<file path="src/rtl/fetch_unit.sv">
// fetch_unit: instruction fetch stage.
// Holds the fetch PC, reads instruction memory over a req/ack handshake and
// prefetches into a 2-entry in-order queue whose head is presented downstream
// over a valid/ready handshake. A taken branch on the head instruction is
// applied when that instruction is dequeued: target = head pc + signed offset.
// All queued and in-flight wrong-path fetches are discarded.
//
// Ports
//   clk, rst_n      clock (rising edge), asynchronous active-low reset
//   imem_req/addr   fetch request and address (held until ack)
//   imem_ack/rdata  one-cycle acknowledge with the fetched instruction
//   instr_out/pc_out/instr_valid/instr_ready  queue head handshake
//   redirect/redirect_imm  taken branch on the head, offset
//   fetch_err       sticky misaligned-target error
//
// state | meaning
// FETCH | normal prefetch; request while queue has room
// FLUSH | wait out an abandoned request, discard its data
// ERR   | misaligned branch target; idle until reset
module fetch_unit #(
    parameter int                         ADDRESS_WIDTH = 32,
    parameter int                         DATA_WIDTH    = 32,
    parameter logic [ADDRESS_WIDTH-1:0]   RESET_PC      = '0
) (
    input  logic                     clk,
    input  logic                     rst_n,
    output logic                     imem_req,
    output logic [ADDRESS_WIDTH-1:0] imem_addr,
    input  logic                     imem_ack,
    input  logic [DATA_WIDTH-1:0]    imem_rdata,
    output logic [DATA_WIDTH-1:0]    instr_out,
    output logic [ADDRESS_WIDTH-1:0] pc_out,
    output logic                     instr_valid,
    input  logic                     instr_ready,
    input  logic                     redirect,
    input  logic [DATA_WIDTH-1:0]    redirect_imm,
    output logic                     fetch_err
);

    typedef enum logic [1:0] {FETCH, FLUSH, ERR} state_t;

    state_t                    state;
    logic [ADDRESS_WIDTH-1:0]  fetch_pc;
    logic [ADDRESS_WIDTH-1:0]  addr_q;
    logic                      req_q;
    logic                      err_q;
    logic [1:0]                count;
    logic [DATA_WIDTH-1:0]     q_instr [2];
    logic [ADDRESS_WIDTH-1:0]  q_pc    [2];

    logic                      deq;
    logic                      ack;
    logic                      enq;
    logic                      do_redir;
    logic [ADDRESS_WIDTH-1:0]  imm_a;
    logic [ADDRESS_WIDTH-1:0]  target;
    logic [ADDRESS_WIDTH-1:0]  next_pc;
    logic [1:0]                deq_count;
    logic [1:0]                cnt_next;

    assign imem_req    = req_q;
    assign imem_addr   = addr_q;
    assign instr_valid = (count != 2'd0);
    assign instr_out   = q_instr[0];
    assign pc_out      = q_pc[0];
    assign fetch_err   = err_q;

    assign deq       = instr_valid & instr_ready;
    // an ack only means something while a request is actually up
    assign ack       = imem_ack & req_q;
    assign enq       = ack & (state == FETCH);
    assign do_redir  = deq & redirect;
    assign imm_a     = ADDRESS_WIDTH'($signed(redirect_imm));
    assign target    = pc_out + imm_a;
    assign next_pc   = fetch_pc + ADDRESS_WIDTH'(4);
    assign deq_count = count - {1'b0, deq};
    assign cnt_next  = deq_count + {1'b0, enq};

    always_ff @(posedge clk or negedge rst_n) begin
        if (!rst_n) begin
            state      <= FETCH;
            fetch_pc   <= RESET_PC;
            addr_q     <= RESET_PC;
            req_q      <= 1'b0;
            err_q      <= 1'b0;
            count      <= 2'd0;
            q_instr[0] <= '0;
            q_instr[1] <= '0;
            q_pc[0]    <= '0;
            q_pc[1]    <= '0;
        end else if (state != ERR) begin
            if (do_redir) begin
                count    <= 2'd0;
                fetch_pc <= target;
                if (target[1:0] != 2'b00) begin
                    state <= ERR;
                    req_q <= 1'b0;
                    err_q <= 1'b1;
                end else if (req_q && !imem_ack) begin
                    // request stays up with its old address until the memory answers
                    state <= FLUSH;
                end else begin
                    state  <= FETCH;
                    req_q  <= 1'b1;
                    addr_q <= target;
                end
            end else begin
                if (deq) begin
                    q_instr[0] <= q_instr[1];
                    q_pc[0]    <= q_pc[1];
                end
                // an ack only arrives with count<=1, so the slot index fits in one bit;
                // this write follows the shift so it wins when both hit entry 0
                if (enq) begin
                    q_instr[deq_count[0]] <= imem_rdata;
                    q_pc[deq_count[0]]    <= fetch_pc;
                end
                count <= cnt_next;
                if (state == FETCH) begin
                    if (ack) fetch_pc <= next_pc;
                    if (!req_q || ack) begin
                        req_q  <= (cnt_next != 2'd2);
                        addr_q <= ack ? next_pc : fetch_pc;
                    end
                end else if (ack) begin
                    state  <= FETCH;
                    req_q  <= 1'b1;
                    addr_q <= fetch_pc;
                end
            end
        end
    end

endmodule

</file>
<file path="config.mk">
export PLATFORM = sky130hd
export DESIGN_NAME = fetch_unit
export DESIGN_NICKNAME = d
export VERILOG_FILES = /design/src/rtl/fetch_unit.sv
export SDC_FILE = /design/constraint.sdc
export NUM_CORES = 1
export LEC_CHECK = 0
export ABC_CLOCK_PERIOD_IN_PS = 7220
export BUFFER_PORTS_ARGS = -buffer_cell sky130_fd_sc_hd__buf_2
export CORE_MARGIN = 10
export CORE_UTILIZATION = 64
export CTS_BUF_LIST = sky130_fd_sc_hd__clkbuf_8
export CTS_CLUSTER_SIZE = 24
export DETAILED_ROUTE_END_ITERATION = 10
export PLACE_DENSITY = 0.88
export SLEW_MARGIN = 5
export SYNTH_ARGS = -nofsm -noshare
export SYNTH_HDL_FRONTEND = slang
export SYNTH_SLANG_ARGS = --single-unit
</file>
<file path="constraint.sdc">
create_clock -name clk -period 7.22 [get_ports clk]
set_clock_uncertainty 0.1 [all_clocks]
set_input_delay 0.361 -clock clk [delete_from_list [all_inputs] [get_ports clk]]
set_output_delay 0.361 -clock clk [all_outputs]
set_load 0.02 [all_outputs]
</file>
==> metrics.md, run 1 <==
| Metric | Value |
|---|---|
| Crit path top cell by count | `buf_4` |
| Final RePlAce weighted congestion | `approximately 1` |
| HP Class | `in2reg` |
| Initial antenna violation count | `4` |
| Count of final setup violators | `0` |
| Primary FF master, synth | `dfrtp_1` |
| HP Start | `imem_rdata[0]` |
| Width of the die | `155 µm` |
| Detail Placement HPWL | `about 23 mm` |
| RR Startpoint | `count[1]$_DFFE_PN0N_` |
| Filler cells | `1392` |
| Max clock buf depth | `2` |
| Vias | `10220` |
| Synth async-reset ratio | `100%` |
| Worst-path cell chain | `or2_1 -> and2_0 -> nand2_2 -> buf_4 -> and3_2 -> buf_4 -> mux2_2` |
| Core Area | `18000 µm²` |
| CP peak stage delay | `0.63 ns` |
| Max rail drop VDD | `~290 µV` |
| Total grt overflow | `0` |
| Avg WL per Cell | `~21 µm` |
| CP Max Fanout | `49` |
| Syn_area_per_cell | `9.15 µm²` |
| Avg Vias per Cell | `6.51` |
| Wire length of the first global-routing pass | `52.0 mm` |
| Pwr/cell area | `458 nW/µm²` |
| Vias in the first global route | `10177` |
| CTS H-tree depth | `4` |
| Detailed Route Iter0 Violations | `1264` |
| Leak | `approximately 5.5 nW` |
| Final max-slew violation count | `0` |
| Post-DRT Antenna Nets | `0` |
| Final min period | `between 3 and 4 ns` |
| Critical path arrival | `3.91 ns` |
| CTS root buffer | `clkbuf_8` |
| Hold Vio Cnt, Final | `0` |
| PortBufs | `167` |
| Mapped Nets | `1379` |
| CP endpoint kind | `flop` |
| CP required | `approximately 7.5 ns` |
| Resized Gates After CTS | `0` |
| Max-Cap Viols | `0` |
| Pwr Total | `0.00571 W` |
| RSZ-0062 raised after global routing | `no` |
| Clock sinks | `198` |
| Overall routing resource usage | `26.3%` |
| DRC viols | `0` |
| Flops & latches, synth | `roughly 200` |
| DIE AREA | `roughly 24000 µm²` |
| CP Buf/Inv Count | `2` |
| Share of cells above drive strength 1 | `23.5%` |
| Slew HR | `23.7%` |
| Yosys warns | `0` |
| Post-synth cell types | `83` |
| CTS tree | `yes` |
| CP delay by family, top | `simple AND/OR/NAND/NOR gates` |
| Largest net degree at the start of global routing | `121` |
| Syn Inst Count | `roughly 1300` |
| Crit-path slowest cell | `buf_4` |
| Final TNS setup | `0 ns` |
| Worst-margin pin slew | `between 1 and 1.5 ns` |
| Syn-to-layout area delta | `6.71%` |
| Starting Density | `65.0%` |
| CP Launch Point | `count[1]$_DFFE_PN0N_` |
| Post-Syn Area | `11700 µm²` |
| Fin nets | `1431` |
| WL final | `32.6 mm` |
| Post-synth EDFFs | `0` |
| Die height | `155 µm` |
| Outcome | `completed` |
| Sequential area share after synthesis | `between 40% and 50%` |
| Cts bufs inserted | `17` |
| Ports | `168` |
| Worst-path clk slew | `0.11 ns` |
| Fin crit share | `50.6%` |
| Max Fclk | `274 MHz` |
| Critical path startpoint category | `flop` |
| Total iterations of the first detailed-routing run | `6` |
| Clock Latency Late Sink | `between 0.4 and 0.5 ns` |
| Critical path class | `reg2reg` |
| Row count | `a little under 50` |
path summary, 6_finish.rpt:
check,to,slack (ns),cells past startpoint
max,flop,3.57,7
min,flop,0.02,2
max reg2reg,flop,3.57,7
min reg2reg,imem_addr[17]$_DFFE_PN0P_,0.39,2
max in group asynchronous,imem_addr[24]$_DFFE_PN0P_,5.00,3
min in group asynchronous,pc_out[14]$_DFFE_PN0P_,0.47,2
through the flow:
step	cell area (µm²)	util (%)	setup slack, ns	hold WS, ns	cells
2_1_floorplan	11700	-	4.39	-0.0346	1275
3_3_place_gp	12100	67.2	3.80	0.336	1536
3_5_place_dp	12100	67.2	3.68	0.374	1536
4_1_cts	12400	69.3	3.66	0.00531	1568
5_1_grt	12500	69.3	3.36	0.00654	1570
6_report	12500	69.3	3.57	0.0190	1571
where the power goes:
part	switching (W)	internal, W	total (W)
registers	0.000421	0.00161	0.00203
clock network	0.000422	0.000257	0.000680
logic	0.00187	0.00112	0.00299
total	0.00272	0.00299	0.00571
layout make-up:
type	count	area [µm²]	area share, %
Antenna cell	3	7.51	0.0603
Tap cell	229	287	2.30
Sequential cell	198	4950	39.8
Multi-Input combinational cell	912	5830	46.8
Inverter	20	75.1	0.603
Clock inverter	13	120	0.964
Clock buffer	18	248	1.99
Timing Repair Buffer	178	930	7.46
cells in the mapped netlist (26+ instances only):
master	number	area (µm²)
ha_1	34	425
buf_4	66	495
a21oi_1	127	636
o22ai_1	69	432
nand3_1	26	130
nor2_1	156	586
o21ai_0	55	275
mux2_2	67	754
dfrtp_1	198	4950
nand2_1	99	372
clkbuf_1	46	173
kinds of logic (layout without fill, tap and decap cells):
family | count (synthesis) | count (layout) | share of synthesized area [%]
AND/OR/NAND/NOR | 379 | 379 | 15.2
multiplexers | 69 | 69 | 6.65
adder cells (fa/ha/maj) | 35 | 35 | 3.82
flip-flops | 198 | 198 | 42.5
AO/OA/AOI/OAI | 383 | 383 | 20.6
XOR/XNOR | 46 | 46 | 3.45
buffers and inverters | 165 | 229 | 7.79
other | 0 | 3 | 0
placed cells by master (no fill, tap or decap), types with 19 or more instances in the layout:
master / Yosys / final
nor2_1: 156 / 155
xnor2_1: 25 / 25
o21ai_0: 55 / 55
a21oi_1: 127 / 126
nor3_1: 20 / 20
clkbuf_8: 0 / 19
o22ai_1: 69 / 69
mux2_2: 67 / 67
nand2_1: 99 / 97
nand3_1: 26 / 26
inv_1: 20 / 21
ha_1: 34 / 34
dfrtp_1: 198 / 198
xor2_1: 21 / 21
buf_2: 24 / 166
a31oi_1: 25 / 25
routing by layer:
metal | routed length [µm] | share of wire [%] | global-route usage (%)
met5 | 23 | 0.071 | 0
met4 | 729 | 2.2 | 8.32
met3 | 3710 | 11 | 8.08
met2 | 15100 | 46 | 41.1
met1 | 13000 | 40 | 34.2
timing repair:
item,CTS,global route
hold endpoints to repair,100,0
hold buffers,1,0
buffers inserted,0,0
Note: power is estimated with default switching activity, not from simulation.
==> run 2: changes to the inputs <==
Settings changed: ABC_CLOCK_PERIOD_IN_PS 7220 to 3280, CORE_UTILIZATION 64 to 54, PLACE_DENSITY 0.88 to 0.79.
Clock period 7.22 ns to 3.28 ns, I/O delays scaled along.
==> run 2 against run 1 <==
  * Register-to-register slack got worse by 3.4 ns
  * Sequential power rose by 120%
  * Final cell count rose by 6.7%
  * Critical path depth rose by 2
  * Non-clock buffer count rose by 59
  * Global-route usage fell by 1.8 points
  * Worst setup slack got worse by 3.4 ns
  * Fmax rose by 18%
==> metrics.md, run 2 (synthesis gave the netlist of run 1 again) <==
| Metric | Value |
|---|---|
| Outcome | `completed (unchanged)` |
| RR Startpoint | `pc_out[12]$_DFFE_PN0P_ (was count[1]$_DFFE_PN0N_)` |
| Post-route cell area | `13200 µm² (was 12500 µm²)` |
| Filler cells | `1785 (was 1392)` |
| Syn-to-layout area delta | `13.4% (was 6.71%)` |
| Critical path arrival | `3.39 ns (was 3.91 ns)` |
| Initial antenna violation count | `3 (was 4)` |
| HP Start | `redirect (was imem_rdata[0])` |
| Starting Density | `55.2% (was 65.0%)` |
| Fin crit share | `94.1% (was 50.6%)` |
| Overall routing resource usage | `24.5% (was 26.3%)` |
| Max Fclk | `324 MHz (was 274 MHz)` |
| Ports | `168 (unchanged)` |
| Vias in the first global route | `10291 (was 10177)` |
| Vias | `10321 (was 10220)` |
| Avg WL per Cell | `21.0 µm (was 20.7 µm)` |
| Pwr Total | `0.0131 W (was 0.00571 W)` |
| CP endpoint kind | `flop (unchanged)` |
| Final RePlAce weighted congestion | `0.918 (was 0.972)` |
| Final min period | `3.09 ns (was 3.65 ns)` |
| Die height | `167 µm (was 155 µm)` |
| Detailed Route Iter0 Violations | `919 (was 1264)` |
| Cts bufs inserted | `17 (unchanged)` |
| Postcts setup bufs | `0 (unchanged)` |
| DRC viols | `0 (unchanged)` |
| Avg Vias per Cell | `6.16 (was 6.51)` |
| Pre-CTS setup slack | `0.221 ns (was 3.68 ns)` |
| Max clock buf depth | `2 (unchanged)` |
| CP Launch Point | `pc_out[12]$_DFFE_PN0P_ (was count[1]$_DFFE_PN0N_)` |
| Leak | `5.83 nW (was 5.49 nW)` |
| Width of the die | `167 µm (was 155 µm)` |
| Total grt overflow | `0 (unchanged)` |
| Detail Placement HPWL | `24.9 mm (was 22.8 mm)` |
| Slew HR | `45.4% (was 23.7%)` |
| PnR worst setup slack | `0.195 ns (was 3.57 ns)` |
| Worst-path cell chain | `ha_1 -> a21oi_1 -> o21ai_0 -> or2_0 -> a31oi_1 -> o21ai_4 -> a211oi_2 -> mux2_1 -> a221o_1 (was or2_1 -> and2_0 -> nand2_2 -> buf_4 -> and3_2 -> buf_4 -> mux2_2)` |
| Final TNS setup | `0 ns (unchanged)` |
| Max rail drop VDD | `493 µV (was 286 µV)` |
| Post-DRT Antenna Nets | `0 (unchanged)` |
| CTS tree | `yes (unchanged)` |
| DIE AREA | `27900 µm² (was 24000 µm²)` |
| Wire length of the first global-routing pass | `56.3 mm (was 52.0 mm)` |
| HP Class | `in2reg (unchanged)` |
| Total iterations of the first detailed-routing run | `6 (unchanged)` |
| CP peak stage delay | `0.42 ns (was 0.63 ns)` |
| CTS root buffer | `clkbuf_8 (unchanged)` |
| Critical path startpoint category | `flop (unchanged)` |
| Clock sinks | `198 (unchanged)` |
| Worst-margin pin slew | `0.819 ns (was 1.14 ns)` |
| Critical path class | `reg2reg (unchanged)` |
| CP required | `3.58 ns (was 7.48 ns)` |
| Final max-slew violation count | `0 (unchanged)` |
| Crit-path slowest cell | `dfrtp_1 (was buf_4)` |
| Largest net degree at the start of global routing | `98 (was 121)` |
| RSZ-0062 raised after global routing | `no (unchanged)` |
| Pwr/cell area | `988 nW/µm² (was 458 nW/µm²)` |
| Core Area | `21200 µm² (was 18000 µm²)` |
| Clock Latency Late Sink | `0.50 ns (was 0.48 ns)` |
| Count of final setup violators | `0 (unchanged)` |
| Commonest non-fill, non-tap cells in the layout | `dfrtp_1, buf_2, nor2_1, a21oi_1, nand2_1 (unchanged)` |
| Fin nets | `1490 (was 1431)` |
| PortBufs | `167 (unchanged)` |
| Area after DPL | `12400 µm² (was 12100 µm²)` |
| Hold Vio Cnt, Final | `0 (unchanged)` |
| CTS H-tree depth | `4 (unchanged)` |
| Max-Cap Viols | `0 (unchanged)` |
| WL final | `35.2 mm (was 32.6 mm)` |
| Commonest non-fill, non-tap cell in the layout | `dfrtp_1 (unchanged)` |
| CP Max Fanout | `4 (was 49)` |
| Row count | `53 (was 49)` |
| Share of cells above drive strength 1 | `24.4% (was 23.5%)` |
| Worst-path clk slew | `0.13 ns (was 0.11 ns)` |
| Fin util | `62.6% (was 69.3%)` |
[run 2: path summary, 6_finish.rpt]
path | slack, ns | cells after the start | endpoint
worst max-delay path | 0.19 | 9 | imem_addr[31]$_DFFE_PN0P_
max in group asynchronous | 2.05 | 3 | state[1]$_DFFE_PN0P_
worst min-delay path | 0.04 | 4 | state[1]$_DFFE_PN0P_
worst min register to register | 0.37 | 1 | fetch_err$_DFFE_PN0P_
worst max register to register | 0.19 | 9 | imem_addr[31]$_DFFE_PN0P_
min in group asynchronous | 0.22 | 2 | pc_out[17]$_DFFE_PN0P_
[run 2: worst max-delay path, delay by kind of cell, from the launching register on]
kind,cells,cell delay (ns)
AND/OR/NAND/NOR,1,0.25
multiplexers,1,0.34
AO/OA/AOI/OAI,6,1.50
adder cells (fa/ha/maj),1,0.38
flip-flops,1,0.42
[run 2: cell type report]
| class | count | area, µm² | share of cell area, % |
|---|---|---|---|
| Sequential cell | 198 | 4950 | 37.4 |
| Clock inverter | 15 | 243 | 1.83 |
| Clock buffer | 17 | 234 | 1.77 |
| Inverter | 20 | 75.1 | 0.567 |
| Tap cell | 275 | 344 | 2.60 |
| Timing Repair Buffer | 237 | 1540 | 11.6 |
| Antenna cell | 2 | 5.00 | 0.0378 |
| Multi-Input combinational cell | 912 | 5840 | 44.1 |
[run 2: what timing repair did]
action,CTS,global route
setup endpoints to repair,0,9
gates resized for setup,0,3
endpoints found under the hold margin,163,0
hold buffers,37,0
[run 2: through the flow]
| stage | hold WS, ns | std cells |
|---|---|---|
| 2_1_floorplan | -0.232 | 1275 |
| 3_3_place_gp | 0.217 | 1605 |
| 3_5_place_dp | 0.224 | 1605 |
| 4_1_cts | 0.0355 | 1674 |
| 5_1_grt | 0.0810 | 1675 |
| 6_report | 0.0396 | 1676 |
[run 2: power by group]
part / internal (W) / switching, W / leakage, nW
clock network: 0.000648 / 0.00116 / 0.233
registers: 0.00354 / 0.000898 / 2.41
logic: 0.00263 / 0.00420 / 3.19
[run 2: per-layer routing]
metal / vias up / wire length (µm) / GRT usage (%)
met5: - / 7 / 0
met4: 2 / 922 / 8.44
met3: 73 / 2590 / 6.02
met2: 406 / 16700 / 39.3
met1: 5086 / 14900 / 31.7
li1: 4754 / - / -
==> run 3: changes to the inputs <==
==> constraint.sdc (replaced) <==
create_clock -name clk -period 3.28 [get_ports clk]
set_clock_uncertainty 0.1 [all_clocks]
set_input_delay 0.656 -clock clk [delete_from_list [all_inputs] [get_ports clk]]
set_output_delay 0.656 -clock clk [all_outputs]
set_load 0.02 [all_outputs]
==> run 3 against run 2 <==
  * Critical endpoint is now fetch_pc[14]$_DFFE_PN0P_
  * Critical path type unchanged
  * Die area is the same
  * Register-to-register slack hardly changed
  * Power up 0.34%
==> metrics.md, run 3 (synthesis gave the netlist of run 1 again) <==
| Metric | Value |
|---|---|
| Worst-path cell chain | `ha_1 -> fa_1 -> a211oi_2 -> nor2_1 -> o31ai_1 -> buf_4 -> a21oi_1 -> o21a_1 -> o31ai_1 -> o21ai_0 (was ha_1 -> a21oi_1 -> o21ai_0 -> or2_0 -> a31oi_1 -> o21ai_4 -> a211oi_2 -> mux2_1 -> a221o_1)` |
| Final min period | `3.07 ns (was 3.09 ns)` |
| CTS tree | `yes (unchanged)` |
| Worst-margin pin slew | `0.679 ns (was 0.819 ns)` |
| CP peak stage delay | `0.43 ns (was 0.42 ns)` |
| Total grt overflow | `0 (unchanged)` |
| PortBufs | `167 (unchanged)` |
| CTS root buffer | `clkbuf_8 (unchanged)` |
| Count of final setup violators | `0 (unchanged)` |
| Reg2reg path depth | `10 (was 9)` |
| Critical path class | `reg2reg (unchanged)` |
| Pwr/cell area | `1010 nW/µm² (was 988 nW/µm²)` |
| Largest net degree at the start of global routing | `81 (was 98)` |
| Core Area | `21200 µm² (unchanged)` |
| Outcome | `completed (unchanged)` |
| Ports | `168 (unchanged)` |
| CTS H-tree depth | `4 (unchanged)` |
| Post-DRT Antenna Nets | `0 (unchanged)` |
| Worst-path clk slew | `0.12 ns (was 0.13 ns)` |
| Row count | `53 (unchanged)` |
| DRC viols | `0 (unchanged)` |
| Postcts setup bufs | `0 (unchanged)` |
| Resized Gates After CTS | `0 (unchanged)` |
| Critical path arrival | `3.32 ns (was 3.39 ns)` |
| Critical path startpoint category | `flop (unchanged)` |
| Fin util | `61.7% (was 62.6%)` |
| Avg Vias per Cell | `6.07 (was 6.16)` |
| Wire length of the first global-routing pass | `53.8 mm (was 56.3 mm)` |
| Crit-path slowest cell | `dfrtp_1 (unchanged)` |
| Commonest non-fill, non-tap cell in the layout | `dfrtp_1 (unchanged)` |
| Final TNS setup | `0 ns (unchanged)` |
| CP required | `3.53 ns (was 3.58 ns)` |
| Share of cells above drive strength 1 | `26.1% (was 24.4%)` |
| Post-route cell area | `13000 µm² (was 13200 µm²)` |
| RR Startpoint | `pc_out[0]$_DFFE_PN0P_ (was pc_out[12]$_DFFE_PN0P_)` |
| Slew HR | `54.8% (was 45.4%)` |
| End of the worst register-to-register path | `fetch_pc[14]$_DFFE_PN0P_ (was imem_addr[31]$_DFFE_PN0P_)` |
| Max-Cap Viols | `0 (unchanged)` |
| PnR worst setup slack | `0.207 ns (was 0.195 ns)` |
| Fin nets | `1475 (was 1490)` |
| Clock Latency Late Sink | `0.49 ns (was 0.50 ns)` |
| Detail Placement HPWL | `24.7 mm (was 24.9 mm)` |
| CP delay by family, top | `compound AO/OA/AOI/OAI gates (unchanged)` |
| Avg WL per Cell | `20.2 µm (was 21.0 µm)` |
| Syn-to-layout area delta | `11.8% (was 13.4%)` |
| Total iterations of the first detailed-routing run | `6 (unchanged)` |
| CP Max Fanout | `4 (unchanged)` |
| Vias | `10083 (was 10321)` |
| Hold Vio Cnt, Final | `0 (unchanged)` |
| Die height | `167 µm (unchanged)` |
| Leak | `5.78 nW (was 5.83 nW)` |
| Commonest non-fill, non-tap cells in the layout | `dfrtp_1, buf_2, nor2_1, a21oi_1, nand2_1 (unchanged)` |
| Area after DPL | `12600 µm² (was 12400 µm²)` |
| Pre-CTS setup slack | `-0.0349 ns (was 0.221 ns)` |
| Fin crit share | `93.7% (was 94.1%)` |
| Filler cells | `1802 (was 1785)` |
| RSZ-0062 raised after global routing | `no (unchanged)` |
| # placed instances | `1627 (was 1605)` |
| Final RePlAce weighted congestion | `0.907 (was 0.918)` |
| Initial antenna violation count | `4 (was 3)` |
| Hold-fix buffers, CTS | `0 (was 37)` |
| Final max-slew violation count | `0 (unchanged)` |
| Clock sinks | `198 (unchanged)` |
| Max rail drop VDD | `505 µV (was 493 µV)` |
| DIE AREA | `27900 µm² (unchanged)` |
| Vias in the first global route | `9885 (was 10291)` |
| CP Buf/Inv Count | `1 (was 0)` |
| Post-Layout Cell Count | `1661 (was 1676)` |
| Detailed Route Iter0 Violations | `860 (was 919)` |
| Overall routing resource usage | `23.3% (was 24.5%)` |
| Starting Density | `55.2% (unchanged)` |
| WL final | `33.5 mm (was 35.2 mm)` |
| Max Fclk | `325 MHz (was 324 MHz)` |
| Crit path top cell by count | `o31ai_1` |
| HP Class | `in2async (was in2reg)` |
| Max clock buf depth | `2 (unchanged)` |
| Width of the die | `167 µm (unchanged)` |
| R2r setup slk | `0.21 ns (was 0.19 ns)` |
| Cts bufs inserted | `17 (unchanged)` |
| CP endpoint kind | `flop (unchanged)` |
-- run 3: cell types whose count changed in the layout (fill, tap and decap cells not counted) --
cell / before / now
nor3b_1: 2 / 3
buf_12: 6 / 9
dlygate4sd3_1: 37 / 0
clkinv_8: 6 / 7
buf_4: 27 / 46
a2111oi_0: 0 / 1
inv_16: 3 / 1
nor3b_2: 1 / 0
clkinv_4: 0 / 1
fa_2: 1 / 0
a2111oi_1: 1 / 0
fa_1: 0 / 1
-- run 3: stage by stage --
stage          power [W]  hold WS [ns]
3_5_place_dp      0.0114         0.343
4_1_cts           0.0131         0.124
6_report          0.0131         0.113
2_1_floorplan    0.00953         0.260
3_3_place_gp      0.0112         0.334
5_1_grt           0.0140         0.150
-- run 3: power breakdown --
group	internal, W	switching, W	total, W
Clock	0.000630	0.00113	0.00175
Sequential	0.00354	0.000894	0.00444
Combinational	0.00277	0.00416	0.00693
-- run 3: layer usage --
metal / vias to the layer above / GRT usage, % / part of all wire [%]
met1: 4932 / 30.8 / 43
met4: 2 / 6.87 / 2.0
li1: 4738 / - / -
met3: 45 / 6.12 / 8.0
met5: - / 0 / 0.021
met2: 366 / 36.6 / 47
-- run 3: how the worst max path moves through the flow --
stage | endpoint | cells past startpoint | from | slack (ns)
after floorplan | fetch_pc[20]$_DFFE_PN0P_ | 10 | redirect_imm[0] | 0.19
after global placement | fetch_pc[14]$_DFFE_PN0P_ | 11 | redirect_imm[0] | -0.05
after detailed placement | imem_addr[28]$_DFFE_PN0P_ | 12 | redirect_imm[0] | -0.03
after CTS | imem_addr[28]$_DFFE_PN0P_ | 11 | pc_out[0]$_DFFE_PN0P_ | 0.23
after global routing | fetch_pc[8]$_DFFE_PN0P_ | 12 | pc_out[0]$_DFFE_PN0P_ | 0.008
final | fetch_pc[14]$_DFFE_PN0P_ | 10 | pc_out[0]$_DFFE_PN0P_ | 0.21
-- run 3: worst register-to-register path: cells and delay by family, from the launching register on --
family / cells / cell delay, ns
AND/OR/NAND/NOR: 1 / 0.09
flip-flops: 1 / 0.43
buffers and inverters: 1 / 0.20
AO/OA/AOI/OAI: 6 / 1.47
adder cells (fa/ha/maj): 2 / 0.67
-- run 3: layout make-up --
class / count / area, µm² / area share [%]
antenna: 2 / 5.00 / 0.0384
clock buffer: 17 / 234 / 1.79
clock inverter: 15 / 228 / 1.75
inverter: 20 / 75.1 / 0.576
multi-input combinational: 912 / 5830 / 44.7
sequential: 198 / 4950 / 38.0
tap: 275 / 344 / 2.64
timing repair buffer: 222 / 1370 / 10.5
